$ cat src/rtl/seq_add32_pkg.sv
// Shared types and constants for the byte-serial 32-bit adder.
package seq_add32_pkg;

  localparam int BYTE_W     = 8;
  localparam int NBYTES_DEF = 4;

  typedef enum logic [1:0] {
    IDLE = 2'd0,
    ADD  = 2'd1,
    DONE = 2'd2
  } state_e;

endpackage

$ cat src/rtl/byte_adder.sv
// 8-bit ripple-carry adder slice built from per-bit full adders.
module byte_adder
  import seq_add32_pkg::*;
(
  input  logic [BYTE_W-1:0] i_a,
  input  logic [BYTE_W-1:0] i_b,
  input  logic              i_cin,
  output logic [BYTE_W-1:0] o_sum,
  output logic              o_cout
);

  logic [BYTE_W:0] w_c;

  assign w_c[0] = i_cin;

  for (genvar i = 0; i < BYTE_W; i++) begin : g_bit
    assign o_sum[i]  = i_a[i] ^ i_b[i] ^ w_c[i];
    assign w_c[i+1]  = (i_a[i] & i_b[i]) | (w_c[i] & (i_a[i] ^ i_b[i]));
  end

  assign o_cout = w_c[BYTE_W];

endmodule

$ cat src/rtl/seq_add32.sv
// Byte-serial adder: one shared byte slice processes one byte per clock,
// result held in DONE until the consumer takes it.
module seq_add32
  import seq_add32_pkg::*;
#(
  parameter int NBYTES = NBYTES_DEF
) (
  input  logic                     clk,
  input  logic                     rst,
  input  logic                     in_valid,
  output logic                     in_ready,
  input  logic [BYTE_W*NBYTES-1:0] a,
  input  logic [BYTE_W*NBYTES-1:0] b,
  input  logic                     cin,
  output logic                     out_valid,
  input  logic                     out_ready,
  output logic [BYTE_W*NBYTES-1:0] sum,
  output logic                     cout,
  output logic                     ovf,
  output logic                     busy
);

  localparam int W     = BYTE_W * NBYTES;
  localparam int IDX_W = (NBYTES > 1) ? $clog2(NBYTES) : 1;

  state_e            r_state;
  logic [W-1:0]      r_a;
  logic [W-1:0]      r_b;
  logic [W-1:0]      r_sum;
  logic              r_carry;
  logic [IDX_W-1:0]  r_idx;
  logic              r_cout;
  logic              r_ovf;
  logic              r_out_valid;

  logic [BYTE_W-1:0] w_a_byte;
  logic [BYTE_W-1:0] w_b_byte;
  logic [BYTE_W-1:0] w_slice_sum;
  logic              w_slice_cout;
  logic              w_last;
  logic              w_accept;

  assign in_ready  = (r_state == IDLE);
  assign busy      = (r_state != IDLE);
  assign w_accept  = in_valid & in_ready;
  assign w_last    = (r_idx == IDX_W'(NBYTES - 1));
  assign out_valid = r_out_valid;
  assign sum       = r_sum;
  assign cout      = r_cout;
  assign ovf       = r_ovf;

  // NOTE: every always_comb output gets a default before the mux so no latch is inferred.
  always_comb begin
    w_a_byte = '0;
    w_b_byte = '0;
    for (int k = 0; k < NBYTES; k++) begin
      if (r_idx == IDX_W'(k)) begin
        w_a_byte = r_a[k*BYTE_W +: BYTE_W];
        w_b_byte = r_b[k*BYTE_W +: BYTE_W];
      end
    end
  end

  byte_adder u_byte_adder (
    .i_a    (w_a_byte),
    .i_b    (w_b_byte),
    .i_cin  (r_carry),
    .o_sum  (w_slice_sum),
    .o_cout (w_slice_cout)
  );

  // NOTE: operand registers carry no reset; they are always loaded on accept before being read.
  always_ff @(posedge clk) begin
    if (!rst && w_accept) begin
      r_a <= a;
      r_b <= b;
    end
  end

  // NOTE: sequential state uses non-blocking assignments so all registers update together.
  always_ff @(posedge clk) begin
    if (rst) begin
      r_state     <= IDLE;
      r_out_valid <= 1'b0;
      r_sum       <= '0;
      r_cout      <= 1'b0;
      r_ovf       <= 1'b0;
      r_carry     <= 1'b0;
      r_idx       <= '0;
    end else begin
      case (r_state)
        IDLE: begin
          if (in_valid) begin
            r_carry <= cin;
            r_idx   <= '0;
            r_state <= ADD;
          end
        end
        ADD: begin
          for (int k = 0; k < NBYTES; k++) begin
            if (r_idx == IDX_W'(k)) r_sum[k*BYTE_W +: BYTE_W] <= w_slice_sum;
          end
          r_carry <= w_slice_cout;
          if (w_last) begin
            // Top-slice carry leaves through cout only; it never wraps to byte 0.
            r_cout      <= w_slice_cout;
            r_ovf       <= (r_a[W-1] == r_b[W-1]) & (w_slice_sum[BYTE_W-1] != r_a[W-1]);
            r_out_valid <= 1'b1;
            r_idx       <= '0;
            r_state     <= DONE;
          end else begin
            r_idx <= r_idx + 1'b1;
          end
        end
        DONE: begin
          if (out_ready) begin
            r_out_valid <= 1'b0;
            r_state     <= IDLE;
          end
        end
        default: r_state <= IDLE;
      endcase
    end
  end

endmodule
$ cat config.mk
export PLATFORM = sky130hd
export DESIGN_NAME = seq_add32
export DESIGN_NICKNAME = d
export VERILOG_FILES = /design/src/rtl/seq_add32_pkg.sv /design/src/rtl/byte_adder.sv /design/src/rtl/seq_add32.sv
export SDC_FILE = /design/constraint.sdc
export NUM_CORES = 1
export LEC_CHECK = 0
export ABC_AREA = 1
export BUFFER_PORTS_ARGS = -buffer_cell sky130_fd_sc_hd__buf_2
export CORE_MARGIN = 2
export CORE_UTILIZATION = 45
export DETAILED_ROUTE_END_ITERATION = 8
export PLACE_DENSITY = 0.69
export SLEW_MARGIN = 20
export SYNTH_ARGS = -nofsm -noshare
export SYNTH_HDL_FRONTEND = slang
export SYNTH_SLANG_ARGS = --single-unit
export TNS_END_PERCENT = 10
$ cat constraint.sdc
create_clock -name clk -period 6.7 [get_ports clk]
set_clock_uncertainty 0.1 [all_clocks]
set_input_delay 0.335 -clock clk [delete_from_list [all_inputs] [get_ports clk]]
set_output_delay 0.335 -clock clk [all_outputs]
set_load 0.02 [all_outputs]
======== Word-level counts from Yosys, hierarchy flattened ========
Cells that the tools add are included.
storage, ports and cells
  RAM bits ................................ 0
  flip-flop bits (word level) ............. 104
  input bits .............................. 69
  latch bits .............................. 0
  ROM bits ................................ 0
  memories kept ........................... 0
  output and inout bits ................... 37
operators by class
  multiply operators ...................... 0
  reduce and logical (&&, ||, !) cells .... 14
  equal/unequal tests ..................... 10
  magnitude comparators ................... 0
  shifts and indexed selects .............. 0
  add/subtract/negate cells ............... 1
  divide/modulo/power cells ............... 0
  bitwise logic cells ..................... 42
  muxes and demuxes ....................... 20
operators by type and width
  operator                                        count
  two-way mux 8 bit                               8
  bitwise AND 1 bit                               18
  XOR 1 bit                                       16
  two-way mux 2 bit                               5
  AND reduction 2 bit                             5
  bitwise OR 1 bit                                8
  == test 2 bit (second input constant)           3
  != test 2 bit (second input constant)           3
  one-hot mux 2 bit (3 select lines)              1
  AND reduction 3 bit                             2
  nonzero test 2 bit                              3
  == test 2 x 1 -> 1 bit (second input constant)  2
  zero test 2 bit                                 2
  one-hot mux 1 bit (2 select lines)              2
  one-hot mux 2 bit (2 select lines)              1
  two-way mux 1 bit                               3
  adder 2 x 1 -> 2 bit (second input constant)    1
  == test 1 bit                                   1
  logical AND 1 bit                               1
  zero test 1 bit                                 1
  != test 1 bit                                   1

======== Depth between registers and ports, before layout ========
Gate-level depths: netlist of the first run.
  depth after elaboration ................. 23
  depth in mapped cells ................... 25

======== Modules after synthesis ========
Synthesis of the first run repeated with hierarchy kept, for this count alone.
unflattened totals
  cells, all modules ...................... 425
  area total of the unflattened synthesis .. 4,286.6 um^2
modules (own cells, without submodules)
  module      cells an instance  instances  seq. area each (um^2)  area an instance (um^2)
  seq_add32   407                1          2,722.6                4,088.9
  byte_adder  18                 1          0.0                    197.7

======== Worst setup path before layout of the first run ========
Ideal clock, no wire load.
  kind .................................... register -> register
  from .................................... register r_idx[0]
  to ...................................... register r_ovf (netlist: ovf)
  buffers on the path ..................... 2
  required time ........................... 6,491 ps
  slack ................................... 1,954 ps
  cell stages (with the launch flop) ...... 24
  setup time .............................. 109 ps
  period minus slack after synthesis ...... 4,746 ps
  data arrival time ....................... 4,536 ps
  path through ............................ dfxtp_1 > inv_1 > ha_1 > buf_4 > inv_2 > buf_2 > nand3_1 > nand2_1 > nand2_1 > fa_1 > fa_1 > fa_1 > fa_1 > fa_1 > inv_1 > fa_1 > inv_1 > fa_1 > inv_1 > fa_1 > nand3_1 > nand3_1 > nand2_1 > inv_1
on the way
  cells in the longest elaborated chain, start to end .. 23
  elaborated cells on any way between the ends .. 45
  those cells by class .................... 4 x eq/ne; 8 x mux; 31 x bitwise; 2 x reduce/logical
ends and longest elaborated chain
  what                             RTL line          RTL
  from (decl)                      seq_add32.sv:31   logic [IDX_W-1:0] r_idx;
  from (signal assigned)           seq_add32.sv:112  r_idx <= r_idx + 1'b1;
  zero test 2 bit                  seq_add32.sv:57   if (r_idx == IDX_W'(k)) begin
  two-way mux 8 bit (4 in a row)   seq_add32.sv:57
  XOR 1 bit                        byte_adder.sv:18  assign w_c[i+1] = (i_a[i] & i_b[i]) | (w_c[i] & (i_a[i] ^ i_b[i]));
  bitwise AND 1 bit                byte_adder.sv:18
  bitwise OR 1 bit                 byte_adder.sv:18
  bitwise AND 1 bit                byte_adder.sv:18
  bitwise OR 1 bit                 byte_adder.sv:18
  bitwise AND 1 bit                byte_adder.sv:18
  [... 5 more ...]                 n/a
  bitwise AND 1 bit                byte_adder.sv:18
  bitwise OR 1 bit                 byte_adder.sv:18
  bitwise AND 1 bit                byte_adder.sv:18
  bitwise OR 1 bit                 byte_adder.sv:18
  XOR 1 bit (*)                    byte_adder.sv:17  assign o_sum[i] = i_a[i] ^ i_b[i] ^ w_c[i];
  named net u_byte_adder.o_sum[7]  byte_adder.sv:8   output logic [BYTE_W-1:0] o_sum,
  != test 1 bit (*)                seq_add32.sv:107  r_ovf <= (r_a[W-1] == r_b[W-1]) & (w_slice_sum[BYTE_W-1] != r_a[W-1]);
  bitwise AND 1 bit (*)            seq_add32.sv:107
  to (signal assigned)             seq_add32.sv:107
  to (decl)                        seq_add32.sv:33   logic r_ovf;
The timed path passes the listed nets; every way through them passes the cells marked *.
A chain may end at the register's enable or synchronous reset.

======== Final worst setup path of the first run ========
  from .................................... register r_idx[1]
  to ...................................... register r_ovf (netlist: ovf)
The elaborated chain is that of the path after synthesis.

==> results of run 1 <==
flip-flops by register name (all words and copies together) (netlist names):
register and count:
cout 1, out_valid 1, ovf 1, r_a 32, r_b 32, r_carry 1, r_idx 2, r_state 2
sum 32
Yosys cell counts, drive strengths merged:
library cell	count
dfxtp	40
nand3b	1
ha	4
or2	6
nor2	24
a21boi	6
clkbuf	5
a21oi	58
inv	32
buf	19
fa	8
nand2	109
nand3	46
o21ai	3
edfxtp	64
area by class of cell:
| class | count | area, sq um | share of cell area |
|---|---|---|---|
| tap | 129 | 161 | 0.0312 |
| multi-input combinational | 265 | 1380 | 0.267 |
| timing repair buffer | 109 | 556 | 0.107 |
| sequential | 104 | 2720 | 0.526 |
| clock buffer | 9 | 124 | 0.0240 |
| inverter | 32 | 120 | 0.0232 |
| clock inverter | 6 | 109 | 0.0211 |
routing by layer:
metal / vias up / global-route usage / routed length [um]
met5: - / 0 / 0
met4: 0 / 0.0544 / 72
met3: 9 / 0.0468 / 756
met2: 150 / 0.303 / 4540
met1: 1463 / 0.258 / 4270
li1: 1598 / - / -
stage by stage:
| stage | total power [mW] | cells | area (sq um) | utilization | hold WS (ns) |
|---|---|---|---|---|---|
| after floorplan | 0.875 | 425 | 4370 | - | 0.334 |
| after global placement | 0.947 | 639 | 4940 | 0.529 | 0.345 |
| after detailed placement | 0.952 | 639 | 4940 | 0.529 | 0.353 |
| after CTS | 1.40 | 654 | 5170 | 0.554 | 0.0268 |
| after global routing | 1.45 | 654 | 5170 | 0.554 | 0.0209 |
| final | 1.39 | 654 | 5170 | 0.554 | 0.0398 |
power by group:
group | switching (mW) | total, mW | internal (mW)
logic | 0.146 | 0.216 | 0.0696
clock network | 0.207 | 0.452 | 0.245
registers | 0.0121 | 0.722 | 0.710
final timing paths:
kind              endpoint  depth (start not counted)
setup / recovery       ovf                         22
hold / removal     r_a[31]                          1
setup reg to reg       ovf                         22
hold reg to reg    sum[13]                          2
worst max-delay path: stages, from the launching register on:
cell,delay (ns)
sky130_fd_sc_hd__dfxtp_1,0.35
sky130_fd_sc_hd__inv_1,0.09
sky130_fd_sc_hd__ha_1,0.44
sky130_fd_sc_hd__inv_1,0.33
sky130_fd_sc_hd__nand2_1,0.15
sky130_fd_sc_hd__nand3_1,0.07
sky130_fd_sc_hd__nand2_1,0.07
sky130_fd_sc_hd__nand2_1,0.07
sky130_fd_sc_hd__fa_1,0.41
sky130_fd_sc_hd__fa_1,0.40
sky130_fd_sc_hd__fa_1,0.40
sky130_fd_sc_hd__fa_1,0.40
sky130_fd_sc_hd__fa_1,0.38
sky130_fd_sc_hd__inv_1,0.08
sky130_fd_sc_hd__fa_1,0.16
sky130_fd_sc_hd__inv_1,0.05
sky130_fd_sc_hd__fa_1,0.35
sky130_fd_sc_hd__inv_1,0.08
sky130_fd_sc_hd__fa_1,0.49
sky130_fd_sc_hd__nand3_1,0.12
sky130_fd_sc_hd__nand3_1,0.07
sky130_fd_sc_hd__nand2_1,0.08
sky130_fd_sc_hd__inv_1,0.03
cells by family after synthesis:
kind of cell	share of synthesized area
buffers and inverters	0.0638
AND/OR/NAND/NOR	0.185
flip-flops	0.623
adder cells (fa/ha/maj)	0.0481
AO/OA/AOI/OAI	0.0810
==> summary.md, run 1 <==
| Metric | Value |
|---|---|
| RSZ-0062 raised after global routing | no |
| Number of clock sinks | 104 |
| Areal power density over the cells | 269 nW/um^2 |
| Synthesis-stage register bit count | 104 |
| Initial Utilization | 0.469 |
| Die boundary height | 103 um |
| Number of buffers inserted to repair setup after CTS | 0 |
| Gate count after technology mapping | 425 |
| Leading cell type in the layout, fill and taps excluded | sky130_fd_sc_hd__nand2_1 |
| Initial DRC count | 167 |
| Maximum number of pins on one net before global-route repair | 65 |
| Outcome | completed |
| Min-delay worst type | primary input to register |
| Warnings from Yosys | 0 |
| Number of nets with antenna violations after routing | 0 |
| Arrival time at the worst endpoint | 5.44 ns |
| Final hold viol count | 0 |
| Hold buffer count at cts | 0 |
| Top-area cell type share of the netlist area | 0.439 |
| Count of input and output buffers | 105 |
| Crit Reg-Reg Startpoint | r_idx[1] |
| Root buffer cell | sky130_fd_sc_hd__clkbuf_8 |
| Die area | 10500 sq um |
| Number of rows created at floorplan | 35 |
| Total clock buffers created by CTS | 9 |
| Layout overhead on the synthesized area | 18.3% |
| I/O Pins | 106 |
| Syn Std Cell Area | 4370 sq um |
| Relative slew margins | 0.395 |
| Static Leak | 2.18 nW |
| Max-capacitance violation count | 0 |
| Clock transition at the registers of the reported paths | 0.10 ns |
| Startpoint of the worst hold path | a[31] |
| Avg Synthesized Cell Area | 10.3 sq um |
| Largest fanout on the critical path | 15 |
| Wire length of the first global-routing pass | 15000 um |
| Worst setup slack after placement | 1.47 ns |
| Worst slew pin tran | 0.908 ns |
| Proportion of synthesized chip area in sequential cells | 0.623 |
| Final count of pins violating max slew | 0 |
| Slack of the critical path | 1.43 ns |
| Number of fill cells in the layout | 823 |
| Clock Path Buffers | 2 |
| Final Wtd Congestion | 0.845 |
| VDD IR max | 0.143 mV |
| Number of antenna violations at the first check in global routing | 0 |
| DR WL/cell | 14.7 um |
| Level count of the clock H-tree | 3 |
| All-layer global routing usage | 0.189 |
| Final layout net count | 602 |
| Setup total negative slack | 0 ns |
| Standard cell core area | 9330 sq um |
| Post-CTS resize count | 0 |
| Vias in the first global route | 3059 |
| Die width | 103 um |
| FF-to-FF setup slack | 1.43 ns |
| Final Routed Wirelength | 9640 um |
| Count of TritonRoute iterations in the first routing pass | 4 |
| ANT cells | 0 |
| CP required | 6.87 ns |
| Kind of end point of the critical path | register |
| Ratio of final minimum period to clock period | 0.787 |
| Unique masters post-synth | 25 |
| Highest clock frequency the design can meet | 190 MHz |
| Highest-count cells in the layout ignoring fill and taps | 106 x sky130_fd_sc_hd__nand2_1, 105 x sky130_fd_sc_hd__buf_2, 64 x sky130_fd_sc_hd__edfxtp_1 |
| Top cells by area in the synthesized netlist | sky130_fd_sc_hd__edfxtp_1 44%, sky130_fd_sc_hd__dfxtp_1 18%, sky130_fd_sc_hd__nand2_1 9.1% |
| Class of the most critical setup path | register to register |
| Grt total ovfl | 0 |
| Min Tclk post-route | 5.27 ns |
| Clock insertion delay at the later pin of the skew report | 0.36 ns |
| CTS tree | built |
| Post-synth net total | 506 |
| Half-perimeter wire length of the detailed placement result | 6720 um |
| Library cell occupying the most area in the post-synthesis netlist | sky130_fd_sc_hd__edfxtp_1 |
| Detailed-route vias per instance | 4.92 |
| Crit path from | r_idx[1] |
| Fraction of final layout cells with drive strength greater than 1 | 0.265 |
| Vias after detailed routing | 3220 |
| Residual DRC count | 0 |
| Startpoint types | register |
| Setup-failing EPs final | 0 |
Note: power is estimated with default switching activity, not from simulation.
==> run 2: changes to the inputs <==
Settings changed: PLACE_DENSITY 0.69 to 0.72.
Clock period 6.7 ns to 4.8 ns, I/O delays scaled along.
==> summary.md, run 2 (synthesis results as in run 1) <==
| Metric | Value |
|---|---|
| Design internal power | 1.38 mW |
| Number of fill cells in the layout | 726 |
| Crit Reg-Reg Startpoint | r_idx[0] |
| Number of rows created at floorplan | 35 |
| DR WL/cell | 14.9 um |
| Highest-count cells in the layout ignoring fill and taps | 106 x sky130_fd_sc_hd__nand2_1, 105 x sky130_fd_sc_hd__buf_2, 64 x sky130_fd_sc_hd__dlygate4sd3_1, 64 x sky130_fd_sc_hd__edfxtp_1, 57 x sky130_fd_sc_hd__a21oi_1 |
| All-layer global routing usage | 0.214 |
| Slowest cell on crit path | sky130_fd_sc_hd__fa_2 |
| Startpoint of the worst hold path | out_ready |
| Final Routed Wirelength | 10900 um |
| Leading cell type in the layout, fill and taps excluded | sky130_fd_sc_hd__nand2_1 |
| Root buffer cell | sky130_fd_sc_hd__clkbuf_8 |
| Fraction of power spent switching nets | 0.277 |
| Standard cell core area | 9330 sq um |
| Class of the most critical setup path | register to register |
| Final Wtd Congestion | 0.891 |
| Ratio of final minimum period to clock period | 0.957 |
| Kind of end point of the critical path | register |
| Hold Path Cell Cnt | 3 |
| FF-to-FF setup slack | 0.20 ns |
| Count of input and output buffers | 105 |
| Level count of the clock H-tree | 3 |
| Number of nets with antenna violations after routing | 0 |
| Wire length of the first global-routing pass | 17000 um |
| I/O Pins | 106 |
| Layout overhead on the synthesized area | 36.1% |
| Static Leak | 2.50 nW |
| Setup-failing EPs final | 0 |
| Setup total negative slack | 0 ns |
| Slack of the critical path | 0.204 ns |
| Initial Utilization | 0.469 |
| Clock group share of total power | 0.281 |
| Residual DRC count | 0 |
| Final hold viol count | 0 |
| Final count of pins violating max slew | 0 |
| Combinational cell fraction of total power | 0.190 |
| Reg2reg path depth | 21 |
| Count of TritonRoute iterations in the first routing pass | 4 |
| Areal power density over the cells | 321 nW/um^2 |
| Grt total ovfl | 0 |
| VDD IR max | 0.214 mV |
| Vias in the first global route | 3489 |
| Largest fanout on the critical path | 6 |
| Clock insertion delay at the later pin of the skew report | 0.36 ns |
| Reg-to-Reg End | ovf |
| Half-perimeter wire length of the detailed placement result | 7100 um |
| Number of clock sinks | 104 |
| Vias after detailed routing | 3575 |
| Worst slew pin tran | 0.740 ns |
| Worst path cell trace | clkinvlp_4 > ha_4 > inv_2 > nor2_1 > nor2_1 > a21boi_1 > fa_1 > fa_2 > fa_2 > fa_2 > fa_1 > inv_1 > fa_1 > inv_1 > fa_1 > inv_2 > fa_2 > nand3_2 > nand3_1 > nand2_1 > inv_1 |
| Relative slew margins | 0.507 |
| Sequential group share of total power | 0.529 |
| Min-delay worst type | primary input to register |
| Final layout net count | 680 |
| Die area | 10500 sq um |
| Outcome | completed |
| CTS tree | built |
| Clock Path Buffers | 2 |
| Net Switching | 0.528 mW |
| Fraction of final layout cells with drive strength greater than 1 | 0.275 |
| ANT cells | 0 |
| Arrival time at the worst endpoint | 4.75 ns |
| Min Tclk post-route | 4.60 ns |
| Startpoint types | register |
| Worst setup slack after placement | -0.0301 ns |
| CP required | 4.96 ns |
| Maximum number of pins on one net before global-route repair | 45 |
| Number of antenna violations at the first check in global routing | 0 |
| Die boundary height | 103 um |
| Highest clock frequency the design can meet | 218 MHz |
| Detailed-route vias per instance | 4.88 |
| Clock transition at the registers of the reported paths | 0.09 ns |
| Die width | 103 um |
| Worst min-delay path endpoint | r_state[1] |
| Delay of the slowest cell on the worst path | 0.47 ns |
| Initial DRC count | 142 |
| Total clock buffers created by CTS | 9 |
| Max-capacitance violation count | 0 |
## run 2: cell count changes in the layout (fill, tap and decap cells not counted), sizes merged
cell         change
clkinv           -1
inv              +2
clkbuf           +1
buf             +14
bufinv           -2
dlygate4sd3     +64
## run 2: what timing repair did
action,CTS,global route
endpoints found under the hold margin,64,0
buffers inserted,0,3
resized for setup,2,16
hold buffers,64,0
endpoints found under the setup margin,1,5
pin swaps,0,2
## run 2: area by class of cell
class	count	area (sq um)	area share
clock buffers	10	128	0.0215
clock inverters	5	63.8	0.0107
inverters	32	124	0.0208
multi-input cells	265	1430	0.241
flip-flops and latches	104	2730	0.458
well taps	129	161	0.0271
repair buffers	187	1310	0.221
## run 2: critical path: cells and delay by family (launching register included)
family,cells,cell delay (ns)
DFF,1,0.39
buffers and inverters,6,0.47
and+or+nand+nor,5,0.41
adders and majority gates,9,3.02
AOI/OAI and AO/OA,1,0.11
## run 2: how the worst max path moves through the flow
stage | startpoint | endpoint
after global placement | r_idx[0] | ovf
after floorplan | r_idx[0] | ovf
final | r_idx[0] | ovf
after detailed placement | r_idx[0] | ovf
after CTS | r_idx[1] | ovf
after global routing | r_idx[0] | ovf
## run 2: power by group through the flow
stage / Sequential, mW / Clock, mW / Combinational (mW)
6_report: 1.01 / 0.536 / 0.363
5_1_grt: 1.01 / 0.582 / 0.404
4_1_cts: 1.01 / 0.543 / 0.347
3_5_place_dp: 1.03 / 0 / 0.304
3_3_place_gp: 1.03 / 0 / 0.296
2_1_floorplan: 1.04 / 0 / 0.180
## run 2: routing by layer
layer	routed length [um]	global-route usage	up-vias
li1	-	-	1755
met1	4590	0.265	1642
met2	5360	0.370	156
met3	734	0.0529	22
met4	202	0.0646	0
met5	0	0	-
## run 2: metrics by stage
| stage | power [mW] | area [sq um] | instances | utilization | hold WS (ns) |
|---|---|---|---|---|---|
| floorplan | 1.22 | 4370 | 425 | - | 0.239 |
| global placement | 1.32 | 5010 | 649 | 0.537 | 0.316 |
| detailed placement | 1.33 | 5010 | 649 | 0.537 | 0.318 |
| CTS | 1.90 | 5850 | 728 | 0.627 | 0.0456 |
| global route | 2.00 | 5950 | 732 | 0.638 | 0.0477 |
| finish | 1.91 | 5950 | 732 | 0.638 | 0.0569 |
==> run 3: changes to the inputs <==
Settings changed: CELL_PAD_IN_SITES_DETAIL_PLACEMENT set to 2, CELL_PAD_IN_SITES_GLOBAL_PLACEMENT set to 2, CORE_UTILIZATION 45 to 30, PLACE_DENSITY 0.72 to unset, PLACE_DENSITY_LB_ADDON set to 0.1, SLEW_MARGIN 20 to 40.
==> summary.md, run 3 (synthesis results as in run 1) <==
| Metric | Value |
|---|---|
| Outcome | completed |
| Worst min-delay path endpoint | r_state[1] |
| Clock insertion delay at the later pin of the skew report | 0.35 ns |
| Standard cell core area | 14400 sq um |
| Min Tclk post-route | 4.52 ns |
| Number of clock sinks | 104 |
| Reg2reg path depth | 21 |
| Total power consumption of the routed design | 2.17 mW |
| Relative slew margins | 0.600 |
| DR WL/cell | 17.9 um |
| Critical Path Most Common Cell | sky130_fd_sc_hd__fa_2 |
| Final hold viol count | 0 |
| I/O Pins | 106 |
| Startpoint of the worst hold path | out_ready |
| Kind of end point of the critical path | register |
| Ratio of final minimum period to clock period | 0.942 |
| Clock Path Buffers | 2 |
| Die boundary height | 125 um |
| Layout overhead on the synthesized area | 39.7% |
| Slowest cell on crit path | sky130_fd_sc_hd__fa_2 |
| Leading cell type in the layout, fill and taps excluded | sky130_fd_sc_hd__nand2_1 |
| Root buffer cell | sky130_fd_sc_hd__clkbuf_16 |
| Setup total negative slack | 0 ns |
| Die width | 125 um |
| Largest fanout on the critical path | 6 |
| ANT cells | 0 |
| Startpoint types | register |
| Wire length of the first global-routing pass | 22600 um |
| Number of rows created at floorplan | 44 |
| Die area | 15600 sq um |
| Final count of pins violating max slew | 0 |
| Total clock buffers created by CTS | 9 |
| Fraction of final layout cells with drive strength greater than 1 | 0.273 |
| CP required | 4.96 ns |
| FF-to-FF setup slack | 0.28 ns |
| Clock transition at the registers of the reported paths | 0.07 ns |
| Worst path cell trace | inv_2 > ha_2 > inv_2 > nor2_1 > nor2_1 > a21boi_0 > fa_2 > fa_2 > fa_2 > fa_2 > fa_1 > inv_1 > fa_1 > inv_1 > fa_1 > inv_2 > fa_2 > nand3_1 > nand3_1 > nand2_1 > inv_1 |
| Count of TritonRoute iterations in the first routing pass | 4 |
| Final Wtd Congestion | 0.755 |
| Initial DRC count | 176 |
| Residual DRC count | 0 |
| Grt total ovfl | 0 |
| Class of the most critical setup path | register to register |
| Vias after detailed routing | 3653 |
| Delay of the slowest cell on the worst path | 0.47 ns |
| Areal power density over the cells | 355 nW/um^2 |
| Initial Utilization | 0.304 |
| Number of antenna violations at the first check in global routing | 0 |
| Post-Route Utilization | 0.425 |
| Arrival time at the worst endpoint | 4.68 ns |
| Highest-count cells in the layout ignoring fill and taps | 106 x sky130_fd_sc_hd__nand2_1, 104 x sky130_fd_sc_hd__buf_2, 64 x sky130_fd_sc_hd__dlygate4sd3_1, 64 x sky130_fd_sc_hd__edfxtp_1, 57 x sky130_fd_sc_hd__a21oi_1 |
| Highest clock frequency the design can meet | 221 MHz |
| Detailed-route vias per instance | 4.66 |
| Worst slack on hold paths | 0.0874 ns |
| Final Routed Wirelength | 14000 um |
| Setup-failing EPs final | 0 |
| VDD IR max | 0.242 mV |
| RSZ-0062 raised after global routing | no |
| Final layout net count | 677 |
| Worst slew pin tran | 0.600 ns |
| Count of input and output buffers | 105 |
| Vias in the first global route | 4145 |
| Number of nets with antenna violations after routing | 0 |
| CTS tree | built |
| Level count of the clock H-tree | 3 |
| Max-capacitance violation count | 0 |
| All-layer global routing usage | 0.188 |
| Maximum number of pins on one net before global-route repair | 65 |
| Number of buffers inserted to repair setup after CTS | 0 |
| Reg-to-Reg End | ovf |
| Hold Path Cell Cnt | 3 |
| Half-perimeter wire length of the detailed placement result | 9210 um |
| Crit Reg-Reg Startpoint | r_idx[0] |
| Min-delay worst type | primary input to register |
| Static Leak | 2.55 nW |
[run 3: cell count changes in the layout (fill, tap and decap cells not counted), sizes merged]
| cell | delta |
|---|---|
| inv | -1 |
| bufinv | +1 |
| buf | -4 |
| clkinv | +2 |
| clkinvlp | -1 |
[run 3: through the flow]
stage                     worst slack [ns]  std cells  area, sq um
after floorplan                     0.0544        425         4370
after global placement               0.136        704         5080
after detailed placement            -0.101        704         5080
after CTS                           0.0201        783         6040
after global routing                0.0280        784         6110
final                                0.277        784         6110
[run 3: where the power goes]
| part | internal, mW | switching, mW | total [mW] |
|---|---|---|---|
| Clock | 0.453 | 0.325 | 0.777 |
| Sequential | 0.992 | 0.0202 | 1.01 |
| Combinational | 0.146 | 0.232 | 0.378 |
[run 3: cell type report]
class | count | area, sq um
clock buffers | 9 | 225
multi-input cells | 265 | 1420
fillers | 1535 | 8260
inverters | 32 | 120
clock inverters | 6 | 83.8
repair buffers | 184 | 1300
flip-flops and latches | 104 | 2730
well taps | 184 | 230
[run 3: what timing repair did]
item	CTS	global route
pin swaps	0	1
gates resized for setup	6	10
endpoints found under the setup margin	5	5
hold buffers	64	0
hold endpoints to repair	64	0
[run 3: worst max path at each step]
stage,from,end
4_1_cts,r_idx[0],ovf
5_1_grt,r_idx[1],ovf
2_1_floorplan,r_idx[0],ovf
3_5_place_dp,r_idx[0],ovf
6_report,r_idx[0],ovf
3_3_place_gp,r_idx[1],ovf
[run 3: metal layers]
layer	GRT usage	part of all wire
met1	0.225	0.42
met2	0.334	0.51
met3	0.0541	0.046
met4	0.0469	0.015
met5	0	0
[run 3: critical path, delay by kind of cell, from the launching register on]
family / cells / cell delay (ns)
adder cells (fa/ha/maj): 9 / 3.01
AND/OR/NAND/NOR: 5 / 0.42
buffers and inverters: 6 / 0.41
flip-flops: 1 / 0.38
AO/OA/AOI/OAI: 1 / 0.11
